`src/rtl/risc_pkg.sv`:
```
// Shared encodings for the write-back / branch stage.
// Holds MD/BS codes, the squash state type and the datapath width.
package risc_pkg;

  localparam int DW = 32;

  typedef enum logic [1:0] {
    MD_F   = 2'b00,
    MD_MEM = 2'b01,
    MD_SLT = 2'b10,
    MD_RSV = 2'b11
  } md_e;

  typedef enum logic [1:0] {
    BS_SEQ  = 2'b00,
    BS_COND = 2'b01,
    BS_JR   = 2'b10,
    BS_BR   = 2'b11
  } bs_e;

  typedef enum logic [1:0] {
    RUN   = 2'b00,
    KILL2 = 2'b01,
    KILL1 = 2'b10
  } sq_state_e;

  function automatic logic [DW-1:0] wb_sel(
    input logic [1:0]    md,
    input logic [DW-1:0] f,
    input logic [DW-1:0] mem,
    input logic          slt
  );
    logic [DW-1:0] r;
    r = f;
    unique case (md)
      MD_F:    r = f;
      MD_MEM:  r = mem;
      MD_SLT:  r = {{(DW-1){1'b0}}, slt};
      default: r = f;
    endcase
    return r;
  endfunction

endpackage

```
`src/rtl/branch_resolve.sv`:
```
// Combinational branch decision: bs, ps, z, bra, raa in;
// taken and target out. Only meaningful while the stage is in RUN.
module branch_resolve
  import risc_pkg::*;
#(
  parameter int W = DW
) (
  input  logic [1:0]   bs,
  input  logic         ps,
  input  logic         z,
  input  logic [W-1:0] bra,
  input  logic [W-1:0] raa,
  output logic         taken,
  output logic [W-1:0] target
);

  always_comb begin
    taken  = 1'b0;
    target = bra;
    unique case (bs)
      BS_SEQ:  taken = 1'b0;
      BS_COND: taken = z ^ ps;
      BS_JR: begin
        taken  = 1'b1;
        target = raa;
      end
      BS_BR:   taken = 1'b1;
    endcase
  end

endmodule

```
`src/rtl/wb_branch_unit.sv`:
```
// Write-back register, PC owner and two-slot branch squash FSM.
// Ports: CLOCK (negedge), RESET (sync, low), execute results in;
// PC/PC_1/RW_wb/DA_wb/BUS_D/FLUSH/BR_TAKEN out.
// BRANCH_STATS_EN adds saturating BR_COUNT and KILL_COUNT outputs.
// PC_W must equal the 32-bit datapath width.
module wb_branch_unit
  import risc_pkg::*;
#(
  parameter int             PC_W     = 32,
  parameter logic [PC_W-1:0] RESET_PC = 32'h0000_0000
) (
  input  logic            CLOCK,
  input  logic            RESET,
  input  logic            RW,
  input  logic [4:0]      DA,
  input  logic [1:0]      MD,
  input  logic            BS_one,
  input  logic            BS_zero,
  input  logic            PS,
  input  logic            Z,
  input  logic            VxorN,
  input  logic [DW-1:0]   F,
  input  logic [DW-1:0]   Data_Out,
  input  logic [PC_W-1:0] BrA,
  input  logic [PC_W-1:0] RAA,
  output logic [PC_W-1:0] PC,
  output logic [PC_W-1:0] PC_1,
  output logic            RW_wb,
  output logic [4:0]      DA_wb,
  output logic [DW-1:0]   BUS_D,
  output logic            FLUSH,
  output logic            BR_TAKEN
`ifdef BRANCH_STATS_EN
  ,
  output logic [15:0]     BR_COUNT,
  output logic [15:0]     KILL_COUNT
`endif
);

  sq_state_e       state;
  logic            taken;
  logic [PC_W-1:0] target;
  logic            run;
  logic            take;

  branch_resolve #(.W(PC_W)) u_br (
    .bs     ({BS_one, BS_zero}),
    .ps     (PS),
    .z      (Z),
    .bra    (BrA),
    .raa    (RAA),
    .taken  (taken),
    .target (target)
  );

  assign PC_1  = PC + PC_W'(1);
  assign FLUSH = (state != RUN);
  assign run   = (state == RUN);
  // wrong-path slots never redirect
  assign take  = run & taken;

  always_ff @(negedge CLOCK) begin
    if (!RESET) begin
      state    <= RUN;
      PC       <= RESET_PC;
      RW_wb    <= 1'b0;
      DA_wb    <= '0;
      BUS_D    <= '0;
      BR_TAKEN <= 1'b0;
    end else begin
      DA_wb    <= DA;
      BUS_D    <= wb_sel(MD, F, Data_Out, VxorN);
      RW_wb    <= run & RW;
      BR_TAKEN <= take;
      PC       <= take ? target : PC_1;
      unique case (state)
        RUN:     state <= take ? KILL2 : RUN;
        KILL2:   state <= KILL1;
        KILL1:   state <= RUN;
        default: state <= RUN;
      endcase
    end
  end

`ifdef BRANCH_STATS_EN
  always_ff @(negedge CLOCK) begin
    if (!RESET) begin
      BR_COUNT   <= '0;
      KILL_COUNT <= '0;
    end else begin
      if (take && BR_COUNT != 16'hFFFF)
        BR_COUNT <= BR_COUNT + 16'd1;
      if (!run && KILL_COUNT != 16'hFFFF)
        KILL_COUNT <= KILL_COUNT + 16'd1;
    end
  end
`endif

endmodule

```
`config.mk`:
```
export PLATFORM = sky130hd
export DESIGN_NAME = wb_branch_unit
export DESIGN_NICKNAME = d
export VERILOG_FILES = /design/src/rtl/risc_pkg.sv /design/src/rtl/branch_resolve.sv /design/src/rtl/wb_branch_unit.sv
export SDC_FILE = /design/constraint.sdc
export NUM_CORES = 1
export LEC_CHECK = 0
export CAP_MARGIN = 30
export CORE_MARGIN = 10
export CORE_UTILIZATION = 34
export CTS_BUF_LIST = sky130_fd_sc_hd__clkbuf_4 sky130_fd_sc_hd__clkbuf_8
export DETAILED_ROUTE_END_ITERATION = 12
export PLACE_DENSITY_LB_ADDON = 0.25
export SYNTH_ARGS = -nofsm -noshare
export SYNTH_HDL_FRONTEND = slang
export SYNTH_HIERARCHICAL = 1
export SYNTH_SLANG_ARGS = --single-unit
```
`constraint.sdc`:
```
create_clock -name CLOCK -period 2.1 [get_ports CLOCK]
set_clock_uncertainty 0.2 [all_clocks]
set_input_delay 0.42 -clock CLOCK [delete_from_list [all_inputs] [get_ports CLOCK]]
set_output_delay 0.42 -clock CLOCK [all_outputs]
set_load 0.03 [all_outputs]
```
==> metrics.md <==
| Metric | Value |
|---|---|
| Netlist cell types | 38 |
| Die X | 125 um |
| Slowest stage delay, CP | 0.45 ns |
| Ratio of cells with drive above 1 in the final layout | 68.0% |
| Worst path bufs/invs | 2 |
| Vias | 6187 |
| Post-synth top area share | 38.7% |
| Post-DP HPWL | 13.0 mm |
| VDD IR-drop max | 0.649 mV |
| First-pass GRT wire length | 35.3 mm |
| Worst hold start | state[0]$_SDFF_NN0_ |
| Drt initial violations | 665 |
| Total wire length | 32.5 mm |
| IO Count | 247 |
| Worst slew margin | 69.1% |
| Row Count | 38 |
| H-tree levels | 3 |
| Syn_area_per_cell | 9.12 um^2 |
| Area Growth Syn to Fin | 178% |
| Worst slew pin tran | 0.461 ns |
| Die footprint | 15500 um^2 |
| Syn Nets | 554 |
| Post-Syn Area | 3720 um^2 |
| WL/cell | 31.8 um |
| Clock Tree Root | clkbuf_8 |
| Gpl congestion | 0.849 |
| Number of global-route vias before repair | 6041 |
| Total Power | 7.09 mW |
| Vias per cell | 6.04 |
| Setup crit start kind | flip-flop |
| Min-delay worst type | flip-flop to flip-flop |
| CTS Sinks | 72 |
| Setup violations, final | 175 |
| Core box area | 10800 um^2 |
| Clock transition at path regs | 0.26 ns |
| Initial Utilization | 34.5% |
| Setup ws final | -2.00 ns |
| Nets | 1024 |
| Place WS | -1.26 ns |
| Max cap viols | 0 |
| Failing checks | negative setup slack |
| Port Buf Inserts | 246 |
| Hold Slack | 0.340 ns |
| Worst skew pair latency | 0.59 ns |
| Min-Delay Endpoint | state[1]$_SDFF_NN0_ |
| Delay-heaviest family, CP | simple AND/OR/NAND/NOR gates |
| Synth top area cells | dfxtp_1 (39%), mux2_4 (12%), a22oi_1 (6.5%) |
| Initial antenna violation count | 1 |
| Total grt overflow | 0 |
| Mapped Cells | 408 |
| # DRC | 0 |
| Final slew viol count | 0 |
| Largest net degree at the start of global routing | 30 |
| Leakage dissipation | 4.66 nW |
| Reg2Reg Depth | 8 |
| Async S/R FF share, synth | 0% |
| Worst-path cell chain | and3_4, nand4_1, nor4_4, buf_6, nand4_1, nand2_2, buf_6 |
| Most frequent cells in the layout | buf_6 (157), clkdlybuf4s50_1 (133), inv_1 (78), buf_4 (66), dfxtp_2 (47) |
| Leading cell type in the layout, fill and taps excluded | buf_6 |
| Most used DFF post-synth | dfxtp_1 |
| Crit path DAT | 3.48 ns |
| RSZ-0062 raised after global routing | true |
| CTS buffer count | 9 |
| Clk buf depth | 2 |
| Stages on worst setup path | 7 |
| Seq/Total Area, Yosys | 38.7% |
| Crit Reg-Reg Endpoint | PC[30]$_SDFF_NN0_ |
| R2r startpoint | PC[26]$_SDFF_NN0_ |
| Antenna viol nets, final | 0 |
| Hold Path Depth | 1 |
| Total GRT Usage | 28.7% |
| Leading area contributor after synthesis | dfxtp_1 |
| YS warnings | 6 |
| Number of synthesized flops with an enable pin | 0 |
| Critical path fanouts, max | 3 |
| CTS tree | yes |
| Final Hold Fails | 0 |
| Worst Path Required | 1.48 ns |
| Final Util | 95.9% |
| Status | complete, but fails checks |
| DRT Pass-1 Iters | 5 |
| Setup TNS | -110.53 ns |
| Hold-fix buffers, CTS | 0 |
| CP Class | flip-flop to output port |
| Reg-to-reg slack, setup | -0.35 ns |
| Seq cells post-synth | 72 |
| Chip height | 125 um |
| Power density cells | 685 nW/um^2 |
| Slowest-stage cell, CP | dfxtp_2 |
| Crit end category | output port |
## what timing repair did
item | in CTS | in global routing
endpoints found under the setup margin | 176 | 170
gates cloned | 13 | 2
pin swaps | 62 | 86
gates resized for setup | 278 | 157
setup buffers | 44 | 60
## routing by layer
metal  vias up  global-route usage (%)  routed length, um
met1      2921                    26.2              10000
met2       659                    52.6              15800
met3       238                    12.7               3770
li1       2369                       -                  -
met5         -                       0                  0
met4         0                    14.5               2910
## flip-flops by register name, summed over array words and instances (netlist names)
register and flops:
RW_wb 1, BUS_D 32, PC 32, state 2
DA_wb 5
## where the power goes
group / switching, mW / internal (mW) / leakage [nW]
logic: 1.51 / 1.58 / 3.54
clock network: 1.49 / 0.857 / 0.495
registers: 0.138 / 1.52 / 0.627
## area by class of cell
cell class	count	area (um^2)
diodes	1	2.50
fillers	223	447
well taps	140	175
clock inverters	79	363
multi-input cells	279	3250
inverters	29	119
flip-flops and latches	72	1590
clock buffers	9	124
repair buffers	415	4720
## metrics by stage
stage                     cells  area, um^2
after floorplan             408        4410
after global placement      850        7320
after detailed placement    850        7320
after CTS                   991        9500
after global routing       1023       10300
final                      1024       10300
## synth_stat cells, types with 3 or more instances
cell       n
nand3_1   10
xor2_1     9
buf_6      3
and4_1     3
a22oi_1   32
and3_1    11
buf_12     3
clkbuf_1  20
nor3_1    12
xnor2_1   21
mux2_4    30
nor4_1     6
inv_1     29
dfxtp_1   72
ha_1       3
nand2_1   15
and2_1     7
o21ai_0   22
nor2_1    43
a21oi_1   30
nand4_1    5
## worst max-delay path by stage
| stage | startpoint | endpoint | slack (ns) |
|---|---|---|---|
| final | PC[26]$_SDFF_NN0_ | PC_1[30] | -2.00 |
| after global routing | PC[26]$_SDFF_NN0_ | PC_1[30] | -2.00 |
| after CTS | PC[0]$_SDFF_NN0_ | PC_1[30] | -1.64 |
| after detailed placement | PC[0]$_SDFF_NN0_ | PC_1[20] | -1.26 |
| after global placement | PC[14]$_SDFF_NN0_ | PC_1[29] | -1.23 |
| after floorplan | PC[0]$_SDFF_NN0_ | PC_1[17] | -1.19 |
## cell families after synthesis
| family | count (synthesis) | synth area share (%) |
|---|---|---|
| xor+xnor | 30 | 7.06 |
| simple gates | 125 | 18.1 |
| fa+ha+maj | 3 | 1.01 |
| buf+inv | 57 | 7.90 |
| flops | 72 | 38.7 |
| mux | 32 | 12.7 |
| compound gates | 89 | 14.5 |
Power figures use the tool's default switching activity.
